<file path="src/rtl/vga_pkg.sv">
// rtl/vga_pkg.sv - 640x480@60 timing constants, RGB444 pixel type and game colours
package vga_pkg;

  localparam int VGA_CLK_DIV      = 4;
  localparam int VGA_H_TOTAL      = 800;
  localparam int VGA_H_SYNC       = 96;
  localparam int VGA_H_DISP_START = 144;
  localparam int VGA_H_DISP_END   = 783;
  localparam int VGA_V_TOTAL      = 525;
  localparam int VGA_V_SYNC       = 2;
  localparam int VGA_V_DISP_START = 35;
  localparam int VGA_V_DISP_END   = 514;

  typedef struct packed {
    logic [3:0] r;
    logic [3:0] g;
    logic [3:0] b;
  } rgb444_t;

  localparam rgb444_t RED    = 12'hF00;
  localparam rgb444_t SHARK  = 12'h058;
  localparam rgb444_t BOTTLE = 12'hAEF;
  localparam rgb444_t SAND   = 12'hFF0;

  // Each bar index bit drives one whole colour channel fully on or off.
  function automatic rgb444_t bar_colour(input logic [2:0] idx);
    return {{4{idx[2]}}, {4{idx[1]}}, {4{idx[0]}}};
  endfunction

endpackage

</file>
<file path="src/rtl/vga_pix_div.sv">
// rtl/vga_pix_div.sv - system-clock divider producing a one-clock pixel enable
module vga_pix_div
  import vga_pkg::*;
#(
  parameter int CLK_DIV = VGA_CLK_DIV
) (
  input  logic clk,
  input  logic rst,
  output logic pix_en
);

  localparam int W = (CLK_DIV > 1) ? $clog2(CLK_DIV) : 1;
  localparam logic [W-1:0] LAST = W'(CLK_DIV - 1);

  logic [W-1:0] div;

  always_ff @(posedge clk or posedge rst) begin
    if (rst) begin
      div <= '0;
    end else if (div == LAST) begin
      div <= '0;
    end else begin
      div <= div + 1'b1;
    end
  end

  assign pix_en = (div == LAST);

endmodule

</file>
<file path="src/rtl/vga_timing_gen.sv">
// rtl/vga_timing_gen.sv - VGA pixel counters, sync/colour output stage and frame tick
// Optional colour-bar test pattern under `VGA_TESTPAT_EN.
module vga_timing_gen
  import vga_pkg::*;
#(
  parameter int CLK_DIV      = VGA_CLK_DIV,
  parameter int H_TOTAL      = VGA_H_TOTAL,
  parameter int H_SYNC       = VGA_H_SYNC,
  parameter int H_DISP_START = VGA_H_DISP_START,
  parameter int H_DISP_END   = VGA_H_DISP_END,
  parameter int V_TOTAL      = VGA_V_TOTAL,
  parameter int V_SYNC       = VGA_V_SYNC,
  parameter int V_DISP_START = VGA_V_DISP_START,
  parameter int V_DISP_END   = VGA_V_DISP_END
) (
  input  logic        clk,
  input  logic        rst,
  input  logic [11:0] rgb_in,
  input  logic        test_mode,
  output logic        pix_en,
  output logic [9:0]  hCount,
  output logic [9:0]  vCount,
  output logic        bright,
  output logic        hSync,
  output logic        vSync,
  output logic [3:0]  vgaR,
  output logic [3:0]  vgaG,
  output logic [3:0]  vgaB,
  output logic        frame_tick,
  output logic [7:0]  frame_count
);

  localparam logic [9:0] H_LAST = 10'(H_TOTAL - 1);
  localparam logic [9:0] V_LAST = 10'(V_TOTAL - 1);
  localparam logic [9:0] H_SW   = 10'(H_SYNC);
  localparam logic [9:0] V_SW   = 10'(V_SYNC);
  localparam logic [9:0] H_DS   = 10'(H_DISP_START);
  localparam logic [9:0] H_DE   = 10'(H_DISP_END);
  localparam logic [9:0] V_DS   = 10'(V_DISP_START);
  localparam logic [9:0] V_DE   = 10'(V_DISP_END);

  logic    line_end;
  rgb444_t pix_rgb;

  vga_pix_div #(.CLK_DIV(CLK_DIV)) u_pix_div (
    .clk    (clk),
    .rst    (rst),
    .pix_en (pix_en)
  );

  assign line_end = (hCount == H_LAST);

  always_ff @(posedge clk or posedge rst) begin
    if (rst) begin
      hCount <= '0;
      vCount <= '0;
    end else if (pix_en) begin
      if (line_end) begin
        hCount <= '0;
        vCount <= (vCount == V_LAST) ? 10'd0 : vCount + 1'b1;
      end else begin
        hCount <= hCount + 1'b1;
      end
    end
  end

  assign bright = (hCount >= H_DS) && (hCount <= H_DE) &&
                  (vCount >= V_DS) && (vCount <= V_DE);

  // Tick as the last visible line completes so motion updates land in vertical blank.
  assign frame_tick = pix_en && line_end && (vCount == V_DE);

  always_ff @(posedge clk or posedge rst) begin
    if (rst) begin
      frame_count <= '0;
    end else if (frame_tick) begin
      frame_count <= frame_count + 1'b1;
    end
  end

`ifdef VGA_TESTPAT_EN
  logic [2:0] bar_idx;
  assign bar_idx = 3'((hCount - H_DS) >> 6);
  assign pix_rgb = test_mode ? bar_colour(bar_idx) : rgb444_t'(rgb_in);
`else
  logic unused_test_mode;
  assign unused_test_mode = test_mode;
  assign pix_rgb = rgb_in;
`endif

  // Sync and colour share one register stage so they stay pixel-aligned at the pins.
  always_ff @(posedge clk or posedge rst) begin
    if (rst) begin
      hSync              <= 1'b1;
      vSync              <= 1'b1;
      {vgaR, vgaG, vgaB} <= 12'h000;
    end else if (pix_en) begin
      hSync              <= !(hCount < H_SW);
      vSync              <= !(vCount < V_SW);
      {vgaR, vgaG, vgaB} <= bright ? pix_rgb : 12'h000;
    end
  end

endmodule

</file>
<file path="config.mk">
export PLATFORM = sky130hd
export DESIGN_NAME = vga_timing_gen
export DESIGN_NICKNAME = d
export VERILOG_FILES = /design/src/rtl/vga_pkg.sv /design/src/rtl/vga_pix_div.sv /design/src/rtl/vga_timing_gen.sv
export SDC_FILE = /design/constraint.sdc
export NUM_CORES = 1
export LEC_CHECK = 0
export CAP_MARGIN = 20
export CORE_ASPECT_RATIO = 1.1
export CORE_MARGIN = 5
export CORE_UTILIZATION = 45
export DETAILED_ROUTE_END_ITERATION = 8
export GPL_ROUTABILITY_DRIVEN = 0
export HOLD_SLACK_MARGIN = 0.08
export PLACE_DENSITY = 0.86
export SLEW_MARGIN = 20
export SYNTH_ARGS = -nofsm -noshare
export SYNTH_HDL_FRONTEND = slang
export SYNTH_SLANG_ARGS = --single-unit
</file>
<file path="constraint.sdc">
create_clock -name clk -period 7.15 [get_ports clk]
set_input_delay 2.145 -clock clk [delete_from_list [all_inputs] [get_ports clk]]
set_output_delay 2.145 -clock clk [all_outputs]
set_load 0.05 [all_outputs]
</file>
Word-level counts from Yosys, hierarchy flattened --
Index checks and enable logic that the tools add are counted.
Storage, ports and cells: register bits after elaboration 44, bits of input ports 15, output and inout port bits 45, word-level logic and storage cells 35
Cells by class: $add $sub $neg 4, $lt $le $gt $ge 6, equality and inequality tests 4, mux-type cells 4, reductions and logical operators 8
Operator list (number):
- $eq A10 B10 Y1 const B | 3
- $add A10 B1 Y10 const B | 2
- $le A10 B10 Y1 const B | 2
- $mux W10 | 2
- $mux W12 | 1
- $ge A10 B6 Y1 const B | 1
- $ge A10 B8 Y1 const B | 1
- $lt A10 B2 Y1 const B | 1
- $lt A10 B7 Y1 const B | 1
- $add A8 B1 Y8 const B | 1
- $logic_and A1 B1 Y1 | 5
- $add A2 B1 Y2 const B | 1
- $eq A2 B2 Y1 const B | 1
- $logic_not A1 Y1 | 2
- $mux W2 | 1
- $reduce_and A2 Y1 | 1

Logic depth before layout (Yosys ltp) --
Gate-level depths: netlist of the first run.
depth in word-level cells 5, mapped depth 7, mapped depth without buffers 6

Hierarchy --
Synthesis of the first run repeated with hierarchy kept, for this count alone.
Unflattened totals: cells, all modules 225, area total of the unflattened synthesis 2253.4 um2
By module, submodules not included:
- vga_timing_gen | instances 1, cells each 220, area an instance 2183.3 um2, seq. area each 1053.5 um2
- vga_pix_div | instances 1, cells each 5, area an instance 70.1 um2, seq. area each 50.0 um2

Worst setup path before layout of the first run --
No wires, ideal clock.
path kind register to output, from register hCount[5], to output port frame_tick, arrival time 2.965 ns, required time 5.005 ns, path slack 2.040 ns, cell stages (with the launch flop) 7, buffers on the path 3, cell sequence dfrtp_1 -> buf_6 -> or3_1 -> buf_2 -> or4_1 -> clkbuf_1 -> nor3_1
Between the ends: longest elaborated chain between the ends 3
Ends and longest elaborated chain:
- from (decl) | line vga_timing_gen.sv:21 | output logic [9:0] hCount,
- from (signal assigned) | line vga_timing_gen.sv:62 | hCount <= hCount + 1'b1;
- $eq A10 B10 Y1 | line vga_timing_gen.sv:51 | assign line_end = (hCount == H_LAST);
- $logic_and A1 B1 Y1 (2 in a row) | line vga_timing_gen.sv:71 | assign frame_tick = pix_en && line_end && (vCount == V_DE);
- to (decl) | line vga_timing_gen.sv:29 | output logic frame_tick,
Every way passes these cells.

Worst setup path after layout of the first run --
Ends and elaborated chain as after synthesis.

==> flow_metrics.py, run 1 <==
metrics = {
    "synth": {
        "synth_cells": 210,
        "async_flop_share_pct": 100,
        "synth_seq_cells": 44,
        "synthesis.nets": 232,
        "synth_area_mm2": 0.00219,
        "synthTopCellsByCount": "sky130_fd_sc_hd__dfrtp_1, sky130_fd_sc_hd__xnor2_1, sky130_fd_sc_hd__nand3_1, sky130_fd_sc_hd__nor2b_1",
        "post_synth_main_area_contributors": "sky130_fd_sc_hd__dfrtp_1, sky130_fd_sc_hd__xnor2_1, sky130_fd_sc_hd__a31o_2",
        "synth-edff-count": 0,
        "sequential_share_of_the_synthesized_area_pct": 50.3,
        "synth_largest_area_cell": "sky130_fd_sc_hd__dfrtp_1",
        "synth_ff_type": "sky130_fd_sc_hd__dfrtp_1",
        "post-synth-top-count-cell": "sky130_fd_sc_hd__dfrtp_1",
        "netlist.area_leader.share_pct": 47.9,
        "synth.avg_cell_area_um2": 10.4,
        "yosys_warnings": 0,
        "synth_cell_types": 41,
    },
    "clocking": {
        "cts_tree": "yes",
        "post_cts_resize_count": 0,
        "tritoncts.num_buffers": 5,
        "insertion_delay_ps": 290,
        "clock-root-buffer": "sky130_fd_sc_hd__clkbuf_8",
        "clkTransAtPathRegs_ps": 80,
        "cts-root-to-sink-buffers": 2,
        "clock-sinks": 44,
        "post-cts-setup-buffer-count": 0,
        "cts_hold_repair.buffers": 0,
        "number_of_h_tree_levels": 2,
    },
    "sta": {
        "rsz0062_at_grt": "no",
        "timing.slew.headroom_pct": 63.6,
        "final.period_utilization_pct": 72.7,
        "setup_tns_ps": 0,
        "drv_slew": 0,
        "finalSetupViolCount": 0,
        "achievable-frequency_mhz": 192,
        "timing.final.hold_violations": 0,
        "tightest_slew_ps": 545,
        "period_minus_slack_ps": 5200,
        "finalClockSkew_ps": 8.21,
    },
    "global_route": {
        "maximum_number_of_pins_on_one_net_before_global_route_repair": 45,
        "global_route_wire_length_before_repair_um": 8580,
        "first_global_vias": 1772,
        "all_layer_global_routing_usage_pct": 16.2,
        "grt_remaining_overflow": 0,
        "antenna_violations_before_repair": 0,
    },
    "worst_hold_path": {
        "holdPathStages": 1,
        "worstHoldEndpoint": "u_pix_div.div[0]",
        "worstHoldStart": "u_pix_div.div[0]",
        "hold_path_class": "flop to flop",
    },
    "finish": {
        "area_growth_pct": 32.3,
        "final_layout_size_suffix_gt1_share_pct": 10.8,
        "postLayoutCoreUtil_pct": 61.9,
        "nFillCells": 416,
        "layout.cell_area.non_filler_mm2": 0.00290,
        "multiInputGateArea_um2": 997,
        "antenna-diode-count": 0,
        "area.sequential_mm2": 0.00110,
        "finish.cell_count_without_fillers": 325,
        "fin_nets": 290,
    },
    "floorplan": {
        "die-area_mm2": 0.00637,
        "initial_core_util_pct": 46.8,
        "placement_rows": 26,
        "die_width_um": 76.5,
        "design.core.area_mm2": 0.00468,
        "ios": 60,
        "die_height_um": 83.2,
    },
    "critical_path": {
        "worst-endpoint-required_ps": 5010,
        "crit_fanout": 9,
        "worst_setup_path_end_kind": "output port",
        "worstRegToRegCells": 6,
        "crit-reg2reg-capture": "frame_count[5]",
        "start_kind": "flop",
        "path_class": "flop to output port",
        "worst_r2r_startpoint": "u_pix_div.div[0]",
        "setup.reg_to_reg.worst_slack_ps": 4970,
        "arrival_time_reported_for_the_critical_path_endpoint_ps": 3050,
    },
    "placed_design": {
        "dp.cells": 317,
        "placedInstanceArea_mm2": 0.00282,
        "dp_hpwl_um": 3630,
        "portBuffers": 58,
    },
    "route": {
        "detailroute.via_count": 1819,
        "drt_wl_total_um": 5050,
        "route.detailed.wl_per_inst_um": 15.5,
        "dr.first_iter.drc_count": 98,
        "final_antenna_net_count": 0,
        "drt_pass1_iterations": 4,
        "routed_via_density": 5.60,
        "post-route-drc-count": 0,
    },
    "power_and_ir_drop": {
        "overall_power_mw": 0.409,
        "power.ir.vdd_worst_uv": 90.2,
        "power.density_cell_area_mw_per_mm2": 141,
        "cellLeakagePower_nw": 1.24,
    },
    "outcome": {
        "run_status": "finished clean",
    },
    "job": {
        "cap_viol_max_count": 0,
    },
}
power by group:
part / switching (mW) / internal (mW) / total, mW
combinational: 0.00561 / 0.00656 / 0.0122
clock: 0.0796 / 0.0686 / 0.148
sequential: 0 / 0.249 / 0.249
through the flow:
step / hold slack, ps / setup WS, ps
6_report: 438 / 1950
5_1_grt: 458 / 1870
4_1_cts: 441 / 1960
3_5_place_dp: 429 / 2280
3_3_place_gp: 415 / 2320
2_1_floorplan: 403 / 2040
cells in the final DEF, fill, tap and decap left out, types with 7 or more instances in the layout:
| cell type | count |
|---|---|
| sky130_fd_sc_hd__clkdlybuf4s50_1 | 58 |
| sky130_fd_sc_hd__a31o_2 | 12 |
| sky130_fd_sc_hd__dfrtp_1 | 42 |
| sky130_fd_sc_hd__nor2b_1 | 13 |
| sky130_fd_sc_hd__nand3_1 | 13 |
| sky130_fd_sc_hd__nand4_1 | 9 |
| sky130_fd_sc_hd__nor2_1 | 12 |
| sky130_fd_sc_hd__ha_1 | 7 |
| sky130_fd_sc_hd__inv_1 | 9 |
| sky130_fd_sc_hd__xnor2_1 | 15 |
| sky130_fd_sc_hd__nand2_1 | 12 |
registers in the layout, indices dropped and copies added (netlist names):
name,cells
vgaG,4
hCount,10
hSync,1
u_pix_div.div,2
frame_count,8
vgaR,4
vgaB,4
vCount,10
vSync,1
critical path: stages, from the launching register on:
cell                              delay [ps]
sky130_fd_sc_hd__dfrtp_1                 480
sky130_fd_sc_hd__or3_1                   520
sky130_fd_sc_hd__or4_1                   650
sky130_fd_sc_hd__nor3_1                  270
sky130_fd_sc_hd__clkdlybuf4s50_1         840
how the worst max path moves through the flow:
| stage | from | to | slack [ps] | cells past startpoint |
|---|---|---|---|---|
| floorplan | hCount[5] | frame_tick | 2040 | 6 |
| global placement | hCount[5] | frame_tick | 2320 | 4 |
| detailed placement | hCount[5] | frame_tick | 2280 | 4 |
| CTS | hCount[5] | frame_tick | 1960 | 4 |
| global route | hCount[5] | frame_tick | 1870 | 4 |
| finish | hCount[5] | frame_tick | 1950 | 4 |
per-layer routing:
metal  share of wire [%]  routed length (um)  GRT usage [%]
met5                   0                   0              0
met4                 1.1                  55           4.45
met3                 6.4                 324           4.65
met2                  50                2530           26.1
met1                  42                2140           21.3
cell type report:
cell class	count	share of cell area (%)
Clock buffer	7	2.63
Clock inverter	1	0.173
Inverter	10	1.29
Multi-Input combinational cell	145	34.4
Sequential cell	44	38.1
Tap cell	56	2.42
Timing Repair Buffer	62	21.1
logic make-up (layout without fill, tap and decap cells):
kind of cell	Yosys count	after routing	synth area share (%)
compound gates	31	31	10.5
simple gates	87	87	22.9
fa+ha+maj	7	7	4.00
mux	1	1	0.514
xor+xnor	19	19	7.59
flops	44	44	50.3
buf+inv	21	80	4.17
No activity file was read; power rests on OpenSTA's default activity.
==> run 2: changes to the inputs <==
Clock period 7.15 ns to 5.11 ns, I/O delays scaled along.
==> run 2 against run 1 <==
Compared with the run above:
- via count barely moved
- final area is 1.3% higher
- critical path depth stayed put
- die area is the same
- total power rose by 58%
- non-clock buffer count unchanged
- combinational power increased by 41%
- count of clock-buffer cells in the layout is 1 lower
- clock skew is essentially flat
- first-iteration DRC count up 5.1%
- largest cell class unchanged
- final cell count unchanged
==> flow_metrics.py, run 2 (synthesis results as in run 1) <==
metrics = {
    "outcome": {
        "run_status": "finished clean",
    },
    "finish": {
        "most-common-layout-cells": "sky130_fd_sc_hd__clkdlybuf4s50_1, sky130_fd_sc_hd__dfrtp_1, sky130_fd_sc_hd__xnor2_1, sky130_fd_sc_hd__nand3_1, sky130_fd_sc_hd__nor2b_1",
        "antenna-diode-count": 0,
        "final_common_cell": "sky130_fd_sc_hd__clkdlybuf4s50_1",
        "largestRegisters": "hCount x10, vCount x10, frame_count x8",
        "fin_nets": 290,
        "final_layout_size_suffix_gt1_share_pct": 11.9,
        "nFillCells": 428,
        "area_growth_pct": 34.0,
    },
    "critical_path": {
        "critical_path.slowest_cell": "sky130_fd_sc_hd__clkdlybuf4s50_1",
        "arrival_time_reported_for_the_critical_path_endpoint_ps": 3020,
        "critical_path_cell_count": 4,
        "worst_setup_path_end_kind": "output port",
        "critical_path.top_delay_family": "simple AND/OR/NAND/NOR gates",
        "worst-endpoint-required_ps": 3580,
        "crit_fanout": 9,
        "critical-path-max-stage-delay_ps": 840,
        "critical_path.cell_chain": "or3_1, or4_1, nor3_1, clkdlybuf4s50_1",
        "worstRegToRegCells": 6,
        "path_class": "flop to output port",
        "start_kind": "flop",
        "worst-path-buf-inv": 1,
    },
    "job": {
        "cap_viol_max_count": 0,
    },
    "floorplan": {
        "die_height_um": 83.2,
        "die-area_mm2": 0.00637,
        "ios": 60,
        "initial_core_util_pct": 46.8,
        "design.core.area_mm2": 0.00468,
        "placement_rows": 26,
        "die_width_um": 76.5,
    },
    "worst_hold_path": {
        "hold_path_class": "flop to flop",
        "holdPathStages": 1,
    },
    "global_route": {
        "grt_remaining_overflow": 0,
        "all_layer_global_routing_usage_pct": 16.3,
        "antenna_violations_before_repair": 0,
        "first_global_vias": 1791,
        "maximum_number_of_pins_on_one_net_before_global_route_repair": 45,
        "global_route_wire_length_before_repair_um": 8630,
    },
    "clocking": {
        "post_cts_resize_count": 0,
        "tritoncts.num_buffers": 5,
        "clock-root-buffer": "sky130_fd_sc_hd__clkbuf_8",
        "clkTransAtPathRegs_ps": 90,
        "cts_hold_repair.buffers": 0,
        "number_of_h_tree_levels": 2,
        "cts-root-to-sink-buffers": 2,
        "clock-sinks": 44,
        "cts_tree": "yes",
        "insertion_delay_ps": 300,
        "post-cts-setup-buffer-count": 0,
    },
    "power_and_ir_drop": {
        "power.ir.vdd_worst_uv": 155,
        "switching_power_as_a_share_of_total_power_pct": 20.2,
        "seq_power_share_pct": 53.7,
        "clockPowerShare_pct": 43.6,
        "power.density_cell_area_mw_per_mm2": 220,
        "power_switching_mw": 0.131,
        "cellLeakagePower_nw": 1.26,
        "p_int_mw": 0.517,
        "comb_power_share_pct": 2.7,
    },
    "placed_design": {
        "portBuffers": 58,
        "dp_hpwl_um": 3540,
    },
    "sta": {
        "setup_tns_ps": 0,
        "final.period_utilization_pct": 89.0,
        "achievable-frequency_mhz": 220,
        "tightest_slew_ps": 545,
        "rsz0062_at_grt": "no",
        "finalSetupViolCount": 0,
        "finalClockSkew_ps": 8.41,
        "timing.slew.headroom_pct": 62.7,
        "holdWs_ps": 432,
        "timing.final.hold_violations": 0,
        "drv_slew": 0,
        "period_minus_slack_ps": 4550,
    },
    "route": {
        "detailroute.via_count": 1818,
        "dr.first_iter.drc_count": 103,
        "routed_via_density": 5.59,
        "route.detailed.wl_per_inst_um": 15.7,
        "final_antenna_net_count": 0,
        "drt_pass1_iterations": 4,
        "drt_wl_total_um": 5120,
        "post-route-drc-count": 0,
    },
}
-- run 2: changes by cell type in the layout (fill, tap and decap cells not counted) --
cell                              delta
sky130_fd_sc_hd__bufinv_16           +1
sky130_fd_sc_hd__clkinv_4            +1
sky130_fd_sc_hd__clkinv_2            -1
sky130_fd_sc_hd__buf_4               +1
sky130_fd_sc_hd__clkbuf_8            +1
sky130_fd_sc_hd__clkdlybuf4s50_1     -1
sky130_fd_sc_hd__clkbuf_1            -2
-- run 2: layout make-up --
type	count	area (um2)	share of cell area (%)
Tap cell	56	70.1	2.39
Clock inverter	2	38.8	1.32
Sequential cell	44	1100	37.6
Timing Repair Buffer	62	608	20.7
Inverter	10	37.5	1.28
Multi-Input combinational cell	145	997	33.9
Clock buffer	6	82.6	2.81
-- run 2: metrics by stage --
stage / instance area [um2] / std cells / setup WS (ps) / utilization, % / total power [mW]
2_1_floorplan: 2190 / 210 / 612 / - / 0.360
3_3_place_gp: 2820 / 317 / 893 / 60.1 / 0.372
3_5_place_dp: 2820 / 317 / 911 / 60.1 / 0.373
4_1_cts: 2940 / 325 / 574 / 62.7 / 0.656
5_1_grt: 2940 / 325 / 482 / 62.7 / 0.671
6_report: 2940 / 325 / 561 / 62.7 / 0.648
-- run 2: power groups by stage --
| stage | Sequential, mW | Combinational [mW] | Clock (mW) |
|---|---|---|---|
| after floorplan | 0.355 | 0.00515 | 0 |
| after CTS | 0.348 | 0.0179 | 0.290 |
| final | 0.348 | 0.0172 | 0.283 |
| after global placement | 0.355 | 0.0174 | 0 |
| after global routing | 0.348 | 0.0193 | 0.304 |
| after detailed placement | 0.355 | 0.0179 | 0 |
-- run 2: worst paths after layout --
check | start | to | slack [ps]
min reg2reg | u_pix_div.div[0] | u_pix_div.div[0] | 430
max reg2reg | u_pix_div.div[0] | frame_count[5] | 2940
max | hCount[5] | frame_tick | 560
min | u_pix_div.div[0] | u_pix_div.div[0] | 430
max in group asynchronous | rst | vCount[9] | 3040
min in group asynchronous | rst | frame_count[7] | 1670
-- run 2: routing by layer --
layer | global-route usage (%) | wire (um) | up-vias
li1 | - | - | 865
met1 | 21.4 | 2190 | 888
met2 | 25.8 | 2560 | 59
met3 | 4.44 | 325 | 6
met4 | 5.41 | 42 | 0
met5 | 0 | 0 | -
